$ cat config.mk
export PLATFORM = sky130hd
export DESIGN_NAME = alu_req_arbiter
export DESIGN_NICKNAME = d
export VERILOG_FILES = /design/src/rtl/alu_arb_pkg.sv /design/src/rtl/alu_core.sv /design/src/rtl/alu_req_arbiter.sv
export SDC_FILE = /design/constraint.sdc
export NUM_CORES = 1
export LEC_CHECK = 0
export CAP_MARGIN = 20
export CORE_MARGIN = 5
export CORE_UTILIZATION = 55
export CTS_BUF_LIST = sky130_fd_sc_hd__clkbuf_4 sky130_fd_sc_hd__clkbuf_8
export CTS_CLUSTER_DIAMETER = 40
export DETAILED_ROUTE_END_ITERATION = 10
export DONT_BUFFER_PORTS = 1
export PLACE_DENSITY = 0.7
export SLEW_MARGIN = 10
export SYNTH_ARGS = -nofsm -noshare
export SYNTH_HDL_FRONTEND = slang
export SYNTH_SLANG_ARGS = --single-unit
$ cat constraint.sdc
create_clock -name clk -period 3.5 [get_ports clk]
set_input_delay 0.35 -clock clk [delete_from_list [all_inputs] [get_ports clk]]
set_output_delay 0.35 -clock clk [all_outputs]
set_load 0.02 [all_outputs]
$ cat src/rtl/alu_arb_pkg.sv
// Shared types and constants for the two-requester ALU arbiter.
// Single source of the opcode encoding, FSM states and result width.
package alu_arb_pkg;

    localparam int unsigned OPND_W = 3;
    localparam int unsigned RES_W  = 6;

    typedef enum logic [1:0] {
        OP_ADD = 2'b00,
        OP_SUB = 2'b01,
        OP_MUL = 2'b10,
        OP_XOR = 2'b11
    } op_e;

    typedef enum logic [1:0] {
        ST_IDLE = 2'd0,
        ST_EXEC = 2'd1,
        ST_RESP = 2'd2
    } state_e;

    function automatic logic [RES_W-1:0] zeroExtend(input logic [OPND_W-1:0] v);
        return {{(RES_W - OPND_W){1'b0}}, v};
    endfunction

endpackage

$ cat src/rtl/alu_core.sv
// Purely combinational 3-bit ALU producing a 6-bit result.
// SUB wraps modulo 64; MUL of two 3-bit operands always fits in 6 bits.
module alu_core
    import alu_arb_pkg::*;
(
    input  logic [OPND_W-1:0] a,
    input  logic [OPND_W-1:0] b,
    input  logic [1:0]        op,
    output logic [RES_W-1:0]  y
);

    logic [RES_W-1:0] aExt;
    logic [RES_W-1:0] bExt;

    assign aExt = zeroExtend(a);
    assign bExt = zeroExtend(b);

    always_comb begin
        y = '0;
        case (op_e'(op))
            OP_ADD:  y = aExt + bExt;
            OP_SUB:  y = aExt - bExt;
            OP_MUL:  y = aExt * bExt;
            OP_XOR:  y = aExt ^ bExt;
            default: y = '0;
        endcase
    end

endmodule

$ cat src/rtl/alu_req_arbiter.sv
// Round-robin arbiter feeding one shared ALU: IDLE accepts, EXEC computes, RESP holds the result.
// Optional per-requester saturating grant counters are built when ALU_ARB_STATS_EN is defined.
module alu_req_arbiter
    import alu_arb_pkg::*;
#(
    parameter int unsigned CNT_W = 8
) (
    input  logic                 clk,
    input  logic                 rst,
    input  logic                 req0_valid,
    input  logic                 req1_valid,
    output logic                 req0_ready,
    output logic                 req1_ready,
    input  logic [OPND_W-1:0]    req0_a,
    input  logic [OPND_W-1:0]    req0_b,
    input  logic [OPND_W-1:0]    req1_a,
    input  logic [OPND_W-1:0]    req1_b,
    input  logic [1:0]           req0_op,
    input  logic [1:0]           req1_op,
    output logic                 rsp_valid,
    input  logic                 rsp_ready,
    output logic [RES_W-1:0]     rsp_result,
    output logic                 rsp_src,
    output logic                 busy
`ifdef ALU_ARB_STATS_EN
    ,
    output logic [CNT_W-1:0]     grant_cnt0,
    output logic [CNT_W-1:0]     grant_cnt1
`endif
);

    state_e              state_q;
    logic                lastGrant_q;
    logic                src_q;
    logic [OPND_W-1:0]   opA_q;
    logic [OPND_W-1:0]   opB_q;
    op_e                 op_q;
    logic                rspValid_q;
    logic [RES_W-1:0]    rspResult_q;
    logic                rspSrc_q;

    logic                grant0;
    logic                grant1;
    logic                accept;
    logic                src_d;
    logic [OPND_W-1:0]   opA_d;
    logic [OPND_W-1:0]   opB_d;
    op_e                 op_d;
    logic [RES_W-1:0]    aluY;

    // lastGrant_q == 1 means requester 1 won the previous accept, so requester 0 wins a tie
    always_comb begin
        grant0 = 1'b0;
        grant1 = 1'b0;
        if (state_q == ST_IDLE && !rst) begin
            if (req0_valid && req1_valid) begin
                grant0 = lastGrant_q;
                grant1 = ~lastGrant_q;
            end else begin
                grant0 = req0_valid;
                grant1 = req1_valid;
            end
        end
    end

    assign accept = grant0 | grant1;
    assign src_d  = grant1;

    always_comb begin
        opA_d = req0_a;
        opB_d = req0_b;
        op_d  = op_e'(req0_op);
        if (grant1) begin
            opA_d = req1_a;
            opB_d = req1_b;
            op_d  = op_e'(req1_op);
        end
    end

    alu_core u_alu_core (
        .a  (opA_q),
        .b  (opB_q),
        .op (op_q),
        .y  (aluY)
    );

    // Single FSM block; every response output is registered here
    always_ff @(posedge clk or posedge rst) begin
        if (rst) begin
            state_q     <= ST_IDLE;
            lastGrant_q <= 1'b1;
            src_q       <= 1'b0;
            opA_q       <= '0;
            opB_q       <= '0;
            op_q        <= OP_ADD;
            rspValid_q  <= 1'b0;
            rspResult_q <= '0;
            rspSrc_q    <= 1'b0;
        end else begin
            case (state_q)
                ST_IDLE: begin
                    if (accept) begin
                        state_q     <= ST_EXEC;
                        lastGrant_q <= src_d;
                        src_q       <= src_d;
                        opA_q       <= opA_d;
                        opB_q       <= opB_d;
                        op_q        <= op_d;
                    end
                end
                ST_EXEC: begin
                    state_q     <= ST_RESP;
                    rspValid_q  <= 1'b1;
                    rspResult_q <= aluY;
                    rspSrc_q    <= src_q;
                end
                ST_RESP: begin
                    if (rsp_ready) begin
                        state_q    <= ST_IDLE;
                        rspValid_q <= 1'b0;
                    end
                end
                default: begin
                    state_q    <= ST_IDLE;
                    rspValid_q <= 1'b0;
                end
            endcase
        end
    end

    assign req0_ready = grant0;
    assign req1_ready = grant1;
    assign rsp_valid  = rspValid_q;
    assign rsp_result = rspResult_q;
    assign rsp_src    = rspSrc_q;
    assign busy       = (state_q != ST_IDLE);

`ifdef ALU_ARB_STATS_EN
    logic [CNT_W-1:0] grantCnt0_q;
    logic [CNT_W-1:0] grantCnt1_q;

    // Counters stick at all-ones rather than wrapping
    always_ff @(posedge clk or posedge rst) begin
        if (rst) begin
            grantCnt0_q <= '0;
            grantCnt1_q <= '0;
        end else if (accept) begin
            if (!src_d && grantCnt0_q != {CNT_W{1'b1}}) begin
                grantCnt0_q <= grantCnt0_q + CNT_W'(1);
            end
            if (src_d && grantCnt1_q != {CNT_W{1'b1}}) begin
                grantCnt1_q <= grantCnt1_q + CNT_W'(1);
            end
        end
    end

    assign grant_cnt0 = grantCnt0_q;
    assign grant_cnt1 = grantCnt1_q;
`endif

endmodule

# == After elaboration in Yosys (flattened, before gate mapping) ==
# Cells that the tools add are included.
# totals
register_bits,20
out_inout_bits,11
wordCells,45
# classes
addsub,2
mul,1
n_eq_ne,7
n_mux,13
n_bitwise,4
n_reduce_logical,9
# op_table
operator,n
case mux 6 bit (4 select lines),1
"equality test 2 bit, second input constant",3
multiplier 3 x 3 -> 6 bit,1
two-way mux 2 bit,3
two-way mux 3 bit,2
case mux 2 bit (3 select lines),1
AND reduction 2 bit,3
two-way mux 1 bit,5
adder 3 x 3 -> 4 bit,1
"equality test 2 x 1 -> 1 bit, second input constant",2
zero test 2 bit,2
"!= test 2 bit, second input constant",2
subtractor 3 x 3 -> 4 bit,1
case mux 1 bit (3 select lines),1
bitwise XOR 3 bit,1
logical AND 1 bit,2
inverter 1 bit,2
nonzero test 2 bit,1
zero test 1 bit,1
OR 1 bit,1

# == Logic depth before layout (Yosys ltp) ==
# Gate-level depths: netlist of the first run.
# logic_depth
ltp_word,6
ltp_mapped,10

# == Hierarchy ==
# Synthesis of the first run repeated with hierarchy kept, for this count alone.
# unflattened
hier_cells,141
hier_area_um2,1408.9
# by_module_without_submodules
mod,n_inst,cells_each,area_each_um2,seq_area_each_um2
alu_req_arbiter,1,83,934.6,501.7
alu_core,1,58,474.2,0.0

# == Least setup slack after synthesis of the first run ==
# No wires, ideal clock.
# synth_timing
kind,register -> register
from,reg opA_q[1]
to,reg rspResult_q[3] (netlist: rsp_result[3])
setup_time_ns,0.082
arrival_ns,2.236
t_required_ns,3.418
path_slack_ns,1.182
path_stages_with_launch,11
n_path_buf,0
synth_period_minus_slack_ns,2.318
path_cell_list,dfrtp_1 ha_1 inv_1 fa_1 inv_1 ha_1 fa_1 inv_1 a21oi_1 o31ai_1 a31oi_1
# synth_between
elab_chain_cells,2
elab_cells_between_ends,4
cone_classes,add/sub: 2; mul: 1; mux: 1
# synth_rtl
element,line_no,rtl
start: declaration,alu_req_arbiter.sv:35,logic [OPND_W-1:0] opA_q;
start signal: assignment,alu_req_arbiter.sv:106,opA_q <= opA_d;
multiplier 3 x 3 -> 6 bit (tied with other cells),alu_core.sv:23,OP_MUL: y = aExt * bExt;
case mux 6 bit (4 select lines) *,alu_core.sv:20,case (op_e'(op))
end signal: assignment,alu_req_arbiter.sv:114,rspResult_q <= aluY;
end: declaration,alu_req_arbiter.sv:39,logic [RES_W-1:0] rspResult_q;
# Every way passes the cells marked *; elsewhere a longest branch is shown, timed or not.
# A chain may end at the register's enable or synchronous reset.

# == Final worst setup path of the first run ==
# Ends and elaborated chain as after synthesis.

==> results.yml, run 1 <==
status:
  run_status: "finished clean"
critical_path:
  reg2regPathDepth: 10
  worst-setup-path-type: "reg2reg"
  reg2reg_to: "rsp_result[3]"
  worst_setup_end_kind: "flip-flop"
  crit_fanout: 6
  regToRegStartpoint: "opA_q[1]"
  timing.critical_path.arrival_ns: 2.70
  critPathLaunchType: "flip-flop"
  cp.required_ns: 3.74
  setup.reg_to_reg.worst_slack_ns: 1.03
logic_synthesis:
  syn_area_um2: 1330
  synth_largest_area_cell: "sky130_fd_sc_hd__dfrtp_1"
  yosys-top-cells-count: "sky130_fd_sc_hd__dfrtp_1, sky130_fd_sc_hd__nor2_1, sky130_fd_sc_hd__inv_1, sky130_fd_sc_hd__a21oi_1"
  synth_cells: 139
  synth_top_cells_by_area: "sky130_fd_sc_hd__dfrtp_1, sky130_fd_sc_hd__ha_1, sky130_fd_sc_hd__fa_1"
  portion_of_synthesized_cell_area_occupied_by_the_leading_cell_type_pct: 35.8
  postSynth.asyncResetShare_pct: 100
  postSynthRegisterBits: 20
  ys_dominant_reg_cell: "sky130_fd_sc_hd__dfrtp_1"
  seq_area_frac_synth_pct: 37.8
  synth_cell_types: 30
  postSynthAreaPerCell_um2: 9.54
  yosysMostFrequentCell: "sky130_fd_sc_hd__dfrtp_1"
  synth_nets: 175
  synth_enable_flop_cells: 0
  synth-warning-count: 0
power:
  power_density_nw_per_um2: 1070
  leakage_nw: 0.702
  worst_ir_drop_vdd_uv: 514
clock_tree:
  insertion_delay_ns: 0.30
  cts_resized: 0
  cts_max_path_buffers: 2
  cts_num_sinks: 20
  ctsHtreeMaxLevel: 1
  post_cts.repair.setup_buffers: 0
  clockRootBuffer: "sky130_fd_sc_hd__clkbuf_4"
  clk_slew_on_worst_s_h_paths_ns: 0.12
  cts_tree: "yes"
  numCtsBuffers: 3
  ctsHoldBuffers: 0
sta:
  totalNegativeSetupSlack_ns: 0
  max_slew_violations: 0
  period_minus_slack_ns: 2.47
  maximum_operating_frequency_mhz: 406
  max-slew-margin-rel_pct: 50.3
  final_hold_viol_count: 0
  setup_violations: 0
  rsz0062_at_grt: "false"
  timing.clock.skew_ns: 0.00634
  tightestPinTransition_ns: 0.745
  period_share_pct: 70.4
global_route:
  groute.layer.met3.usage_pct: 4.36
  largest_net_degree_at_the_start_of_global_routing: 21
  global_route_met1_utilization_pct: 19.2
  grt_busiest_layer: "met2"
  global_route.overflow_total: 0
  antenna_violations_before_repair: 0
  groute.layer.met2.usage_pct: 23.5
  grt_use_total_pct: 14.9
  first_pass_grt_wire_length_um: 3930
  via_count_of_the_first_global_routing_pass: 889
layout:
  drive_above_1_share_pct: 9.49
  insertedDiodeCount: 0
  fillCellCount: 204
  design_area_um2: 1350
  design.final.nets: 174
  area_growth_pct: 1.79
run:
  drv_cap: 0
detailed_routing:
  drt_iter0_markers: 39
  vias: 873
  postRouteAntennaNets: 0
  route.detailed.wl_per_inst_um: 13.8
  post_drt_via_cell_ratio: 5.29
  detail_route.first_pass.iterations: 4
  remaining_drc_errors: 0
  route.final.wire_length_um: 2270
die:
  floorplan.io_pins: 32
  rows: 17
  dieHeight_um: 59.1
  starting_utilization_of_the_core_area_pct: 58.8
  fp.dieArea_um2: 3490
  die_width_um: 59.1
  fp.coreArea_um2: 2250
placement:
  dpl-instance-area_um2: 1310
  place.detailed.hpwl_um: 1810
  buffer_ports.inserted: 0
  gp_congestion: 0.831
worst_hold_path:
  min-delay-path-class: "in2async"
## layer usage
| layer | part of all wire (%) | vias to the layer above |
|---|---|---|
| li1 | - | 457 |
| met4 | 1.9 | 0 |
| met5 | 0 | - |
| met1 | 47 | 386 |
| met3 | 6.6 | 5 |
| met2 | 45 | 25 |
## worst max-delay path by stage
stage | from | cells after the start | endpoint | slack, ns
2_1_floorplan | opA_q[1] | 10 | rsp_result[3] | 1.18
3_3_place_gp | opA_q[1] | 10 | rsp_result[3] | 1.12
3_5_place_dp | opA_q[1] | 10 | rsp_result[3] | 1.03
4_1_cts | opA_q[1] | 10 | rsp_result[3] | 1.00
5_1_grt | opA_q[1] | 10 | rsp_result[3] | 0.86
6_report | opA_q[1] | 10 | rsp_result[3] | 1.03
## state kept, by name (all words and copies together) (netlist names)
| name | count |
|---|---|
| opA_q | 3 |
| rsp_src | 1 |
| opB_q | 3 |
| lastGrant_q | 1 |
| rsp_valid | 1 |
| src_q | 1 |
| state_q | 2 |
| op_q | 2 |
| rsp_result | 6 |
## layout by cell type, fill, tap and decap left out, drive strengths merged, types with 3 or more instances in the layout
| master | netlist | final |
|---|---|---|
| dfrtp | 19 | 19 |
| nor2 | 16 | 16 |
| inv | 15 | 15 |
| a21oi | 14 | 14 |
| nand2 | 11 | 11 |
| ha | 11 | 11 |
| mux2i | 8 | 8 |
| o21ai | 4 | 4 |
| nand2b | 4 | 4 |
| fa | 4 | 4 |
| nand3 | 4 | 4 |
| clkbuf | 1 | 4 |
| nor2b | 3 | 3 |
| a31oi | 3 | 3 |
## logic make-up (layout without fill, tap and decap cells)
| kind of cell | after synthesis | after routing | share of synthesized area, % |
|---|---|---|---|
| AND/OR/NAND/NOR | 44 | 44 | 16.1 |
| AO/OA/AOI/OAI | 26 | 26 | 11.0 |
| buffers and inverters | 21 | 19 | 7.83 |
| flip-flops | 20 | 20 | 37.8 |
| adder cells (fa/ha/maj) | 15 | 15 | 16.4 |
| multiplexers | 11 | 11 | 9.43 |
| XOR/XNOR | 2 | 2 | 1.32 |
## power by group
part           total, mW  internal, mW  switching [mW]  leakage (nW)
Clock              0.136        0.0635          0.0730        0.0210
Sequential         0.532         0.351           0.181         0.230
Combinational      0.777         0.374           0.403         0.451
Total               1.44         0.788           0.657         0.702
## worst max-delay path: stages, from the launching register on
cell	delay [ns]
sky130_fd_sc_hd__dfrtp_1	0.47
sky130_fd_sc_hd__ha_1	0.18
sky130_fd_sc_hd__inv_1	0.07
sky130_fd_sc_hd__fa_1	0.54
sky130_fd_sc_hd__inv_1	0.04
sky130_fd_sc_hd__ha_1	0.22
sky130_fd_sc_hd__fa_1	0.49
sky130_fd_sc_hd__inv_1	0.04
sky130_fd_sc_hd__a21oi_1	0.12
sky130_fd_sc_hd__o31ai_1	0.08
sky130_fd_sc_hd__a31oi_1	0.16
## layout make-up
class	count	area (um2)	share of cell area, %
flip-flops and latches	20	502	37.2
well taps	28	35.0	2.60
multi-input cells	98	721	53.4
clock buffers	4	36.3	2.69
inverters	15	56.3	4.17
## stage by stage
stage	worst slack, ns	util (%)	hold slack [ns]	power (mW)	instances
6_report	1.03	59.9	0.0445	1.44	165
3_5_place_dp	1.03	58.3	0.406	1.32	161
3_3_place_gp	1.12	58.3	0.403	1.29	161
5_1_grt	0.861	59.9	0.118	1.61	165
2_1_floorplan	1.18	-	0.313	1.19	139
4_1_cts	1.00	59.9	0.0662	1.46	165
Note: power is estimated with default switching activity, not from simulation.
==> run 2, diff against run 1 <==
==> constraint.sdc (replaced) <==
create_clock -name clk -period 2.3 [get_ports clk]
set_input_delay 0.23 -clock clk [delete_from_list [all_inputs] [get_ports clk]]
set_output_delay 0.23 -clock clk [all_outputs]
set_load 0.02 [all_outputs]
==> run 2 against run 1 <==
Effect of this change:
- hold slack improved by 0.026 ns
- clock skew fell by 0.0048 ns
- via count is 6.3% higher
- global-route usage up 0.85 points
- non-clock buffer count is 7 higher
- highest routed layer unchanged
==> results.yml, run 2 (synthesis gave the netlist of run 1 again) <==
clock_tree:
  cts_tree: "yes"
  clk_slew_on_worst_s_h_paths_ns: 0.11
  numCtsBuffers: 3
  ctsHtreeMaxLevel: 1
  cts_max_path_buffers: 2
  cts_num_sinks: 20
  insertion_delay_ns: 0.30
  clockRootBuffer: "sky130_fd_sc_hd__clkbuf_4"
detailed_routing:
  route.detailed.wl_per_inst_um: 14.1
  post_drt_via_cell_ratio: 5.40
  route.final.wire_length_um: 2430
  remaining_drc_errors: 0
  drt_iter0_markers: 35
  vias: 928
  detail_route.first_pass.iterations: 4
  postRouteAntennaNets: 0
layout:
  final_cell_mix: "sky130_fd_sc_hd__dfrtp_1, sky130_fd_sc_hd__nor2_1, sky130_fd_sc_hd__inv_1"
  fillCellCount: 210
  largest_register_ff_count: 6
  most_common_cell_after_layout_fill_and_taps_aside: "sky130_fd_sc_hd__dfrtp_1"
  multiInputGateArea_um2: 732
  sequential_standard_cell_area_um2: 502
  design.final.nets: 181
  insertedDiodeCount: 0
  area_growth_pct: 6.79
  post-route-util_pct: 62.8
  drive_above_1_share_pct: 16.7
die:
  dieHeight_um: 59.1
  die_width_um: 59.1
  floorplan.io_pins: 32
  fp.dieArea_um2: 3490
  fp.coreArea_um2: 2250
  starting_utilization_of_the_core_area_pct: 58.8
  rows: 17
run:
  drv_cap: 0
placement:
  place.detailed.hpwl_um: 1930
  buffer_ports.inserted: 0
  gp_congestion: 0.871
critical_path:
  worst_setup_end_kind: "flip-flop"
  cp.required_ns: 2.54
  timing.critical_path.arrival_ns: 2.46
  worst-setup-path-type: "reg2reg"
  timing.critical_path.from: "opB_q[1]"
  critPathLaunchType: "flip-flop"
  crit_fanout: 2
  regToRegStartpoint: "opB_q[1]"
  reg2regPathDepth: 10
power:
  power_report.internal_total_mw: 1.27
  p_sw_mw: 1.06
  fin_total_pwr_mw: 2.32
  seqPwrFrac_pct: 34.5
  leakage_nw: 0.729
  clock_network_fraction_of_total_power_pct: 9.0
  power_density_nw_per_um2: 1640
  power_frac_comb_pct: 56.5
  sw_frac_of_total_pct: 45.5
  worst_ir_drop_vdd_uv: 789
global_route:
  grt_use_total_pct: 15.8
  global_route.overflow_total: 0
  via_count_of_the_first_global_routing_pass: 1003
  largest_net_degree_at_the_start_of_global_routing: 21
  antenna_violations_before_repair: 0
  first_pass_grt_wire_length_um: 4240
sta:
  rsz0062_at_grt: "true"
  setup_violations: 0
  maximum_operating_frequency_mhz: 450
  tightestPinTransition_ns: 0.740
  final_hold_viol_count: 0
  period_share_pct: 96.7
  max_slew_violations: 0
  period_minus_slack_ns: 2.22
  timing.clock.skew_ns: 0.00149
  totalNegativeSetupSlack_ns: 0
  max-slew-margin-rel_pct: 50.6
worst_hold_path:
  worst_hold_depth: 2
  min-delay-path-class: "in2reg"
  holdCritStartpoint: "req1_op[0]"
status:
  run_status: "finished clean"
run 2: per-layer routing:
| layer | vias to the layer above | track usage [%] | wire length, um |
|---|---|---|---|
| met3 | 4 | 4.36 | 184 |
| met2 | 27 | 27.1 | 1190 |
| met4 | 0 | 5.18 | 23 |
| li1 | 470 | - | - |
| met1 | 427 | 18.9 | 1020 |
| met5 | - | 0 | 0 |
run 2: critical path: stages (launching register included):
cell and delay (ns):
sky130_fd_sc_hd__dfrtp_1 0.38, sky130_fd_sc_hd__ha_2 0.18, sky130_fd_sc_hd__inv_2 0.04, sky130_fd_sc_hd__fa_1 0.47, sky130_fd_sc_hd__inv_1 0.04, sky130_fd_sc_hd__ha_2 0.19, sky130_fd_sc_hd__fa_1 0.50, sky130_fd_sc_hd__inv_1 0.05
sky130_fd_sc_hd__a21oi_2 0.10, sky130_fd_sc_hd__o31ai_1 0.07, sky130_fd_sc_hd__a31oi_1 0.13
run 2: area by class of cell:
type                    instances  share of cell area [%]
multi-input cells              98                    51.7
inverters                      15                    3.98
flip-flops and latches         20                    35.4
clock buffers                   4                    2.56
repair buffers                  7                    3.89
well taps                      28                    2.47
run 2: timing repair:
| item | 4_1_cts | 5_1_grt |
|---|---|---|
| endpoints found under the hold margin | 19 | 0 |
| gates resized for setup | 1 | 2 |
| hold buffers | 1 | 0 |
| pin swaps | 5 | 4 |
| setup buffers | 0 | 3 |
| setup endpoints to repair | 1 | 2 |
run 2: power by group through the flow:
stage	combinational (mW)	clock (mW)	sequential (mW)
floorplan	1.07	0	0.745
global placement	1.19	0	0.797
CTS	1.27	0.214	0.802
global route	1.52	0.231	0.832
detailed placement	1.26	0	0.811
finish	1.31	0.209	0.802
run 2: stage by stage:
step / area (um2) / worst slack [ns] / cells / hold WS (ns)
finish: 1420 / 0.0758 / 172 / 0.0701
global route: 1420 / -0.0763 / 172 / 0.0654
CTS: 1390 / 0.0170 / 169 / 0.0655
detailed placement: 1340 / 0.0156 / 164 / 0.286
global placement: 1340 / 0.0961 / 164 / 0.268
floorplan: 1330 / 0.0187 / 139 / 0.193
run 2: final timing paths:
check	to	slack [ns]
max in group asynchronous	opA_q[2]	1.36
setup reg to reg	rsp_result[3]	0.08
setup / recovery	rsp_result[3]	0.08
hold / removal	op_q[0]	0.07
min in group asynchronous	rsp_result[3]	0.48
hold reg to reg	lastGrant_q	0.48
==> run 3, diff against run 2 <==
--- a/config.mk
+++ b/config.mk
@@ -12,7 +12,10 @@
 export CTS_CLUSTER_DIAMETER = 40
 export DETAILED_ROUTE_END_ITERATION = 10
 export DONT_BUFFER_PORTS = 1
+export GPL_ROUTABILITY_DRIVEN = 0
+export HOLD_SLACK_MARGIN = 0.03
 export PLACE_DENSITY = 0.7
+export SKIP_LAST_GASP = 1
 export SLEW_MARGIN = 10
 export SYNTH_ARGS = -nofsm -noshare
 export SYNTH_HDL_FRONTEND = slang
==> results of run 3 <==
No change in the layout: final DEF, timing and power equal those of run 2.
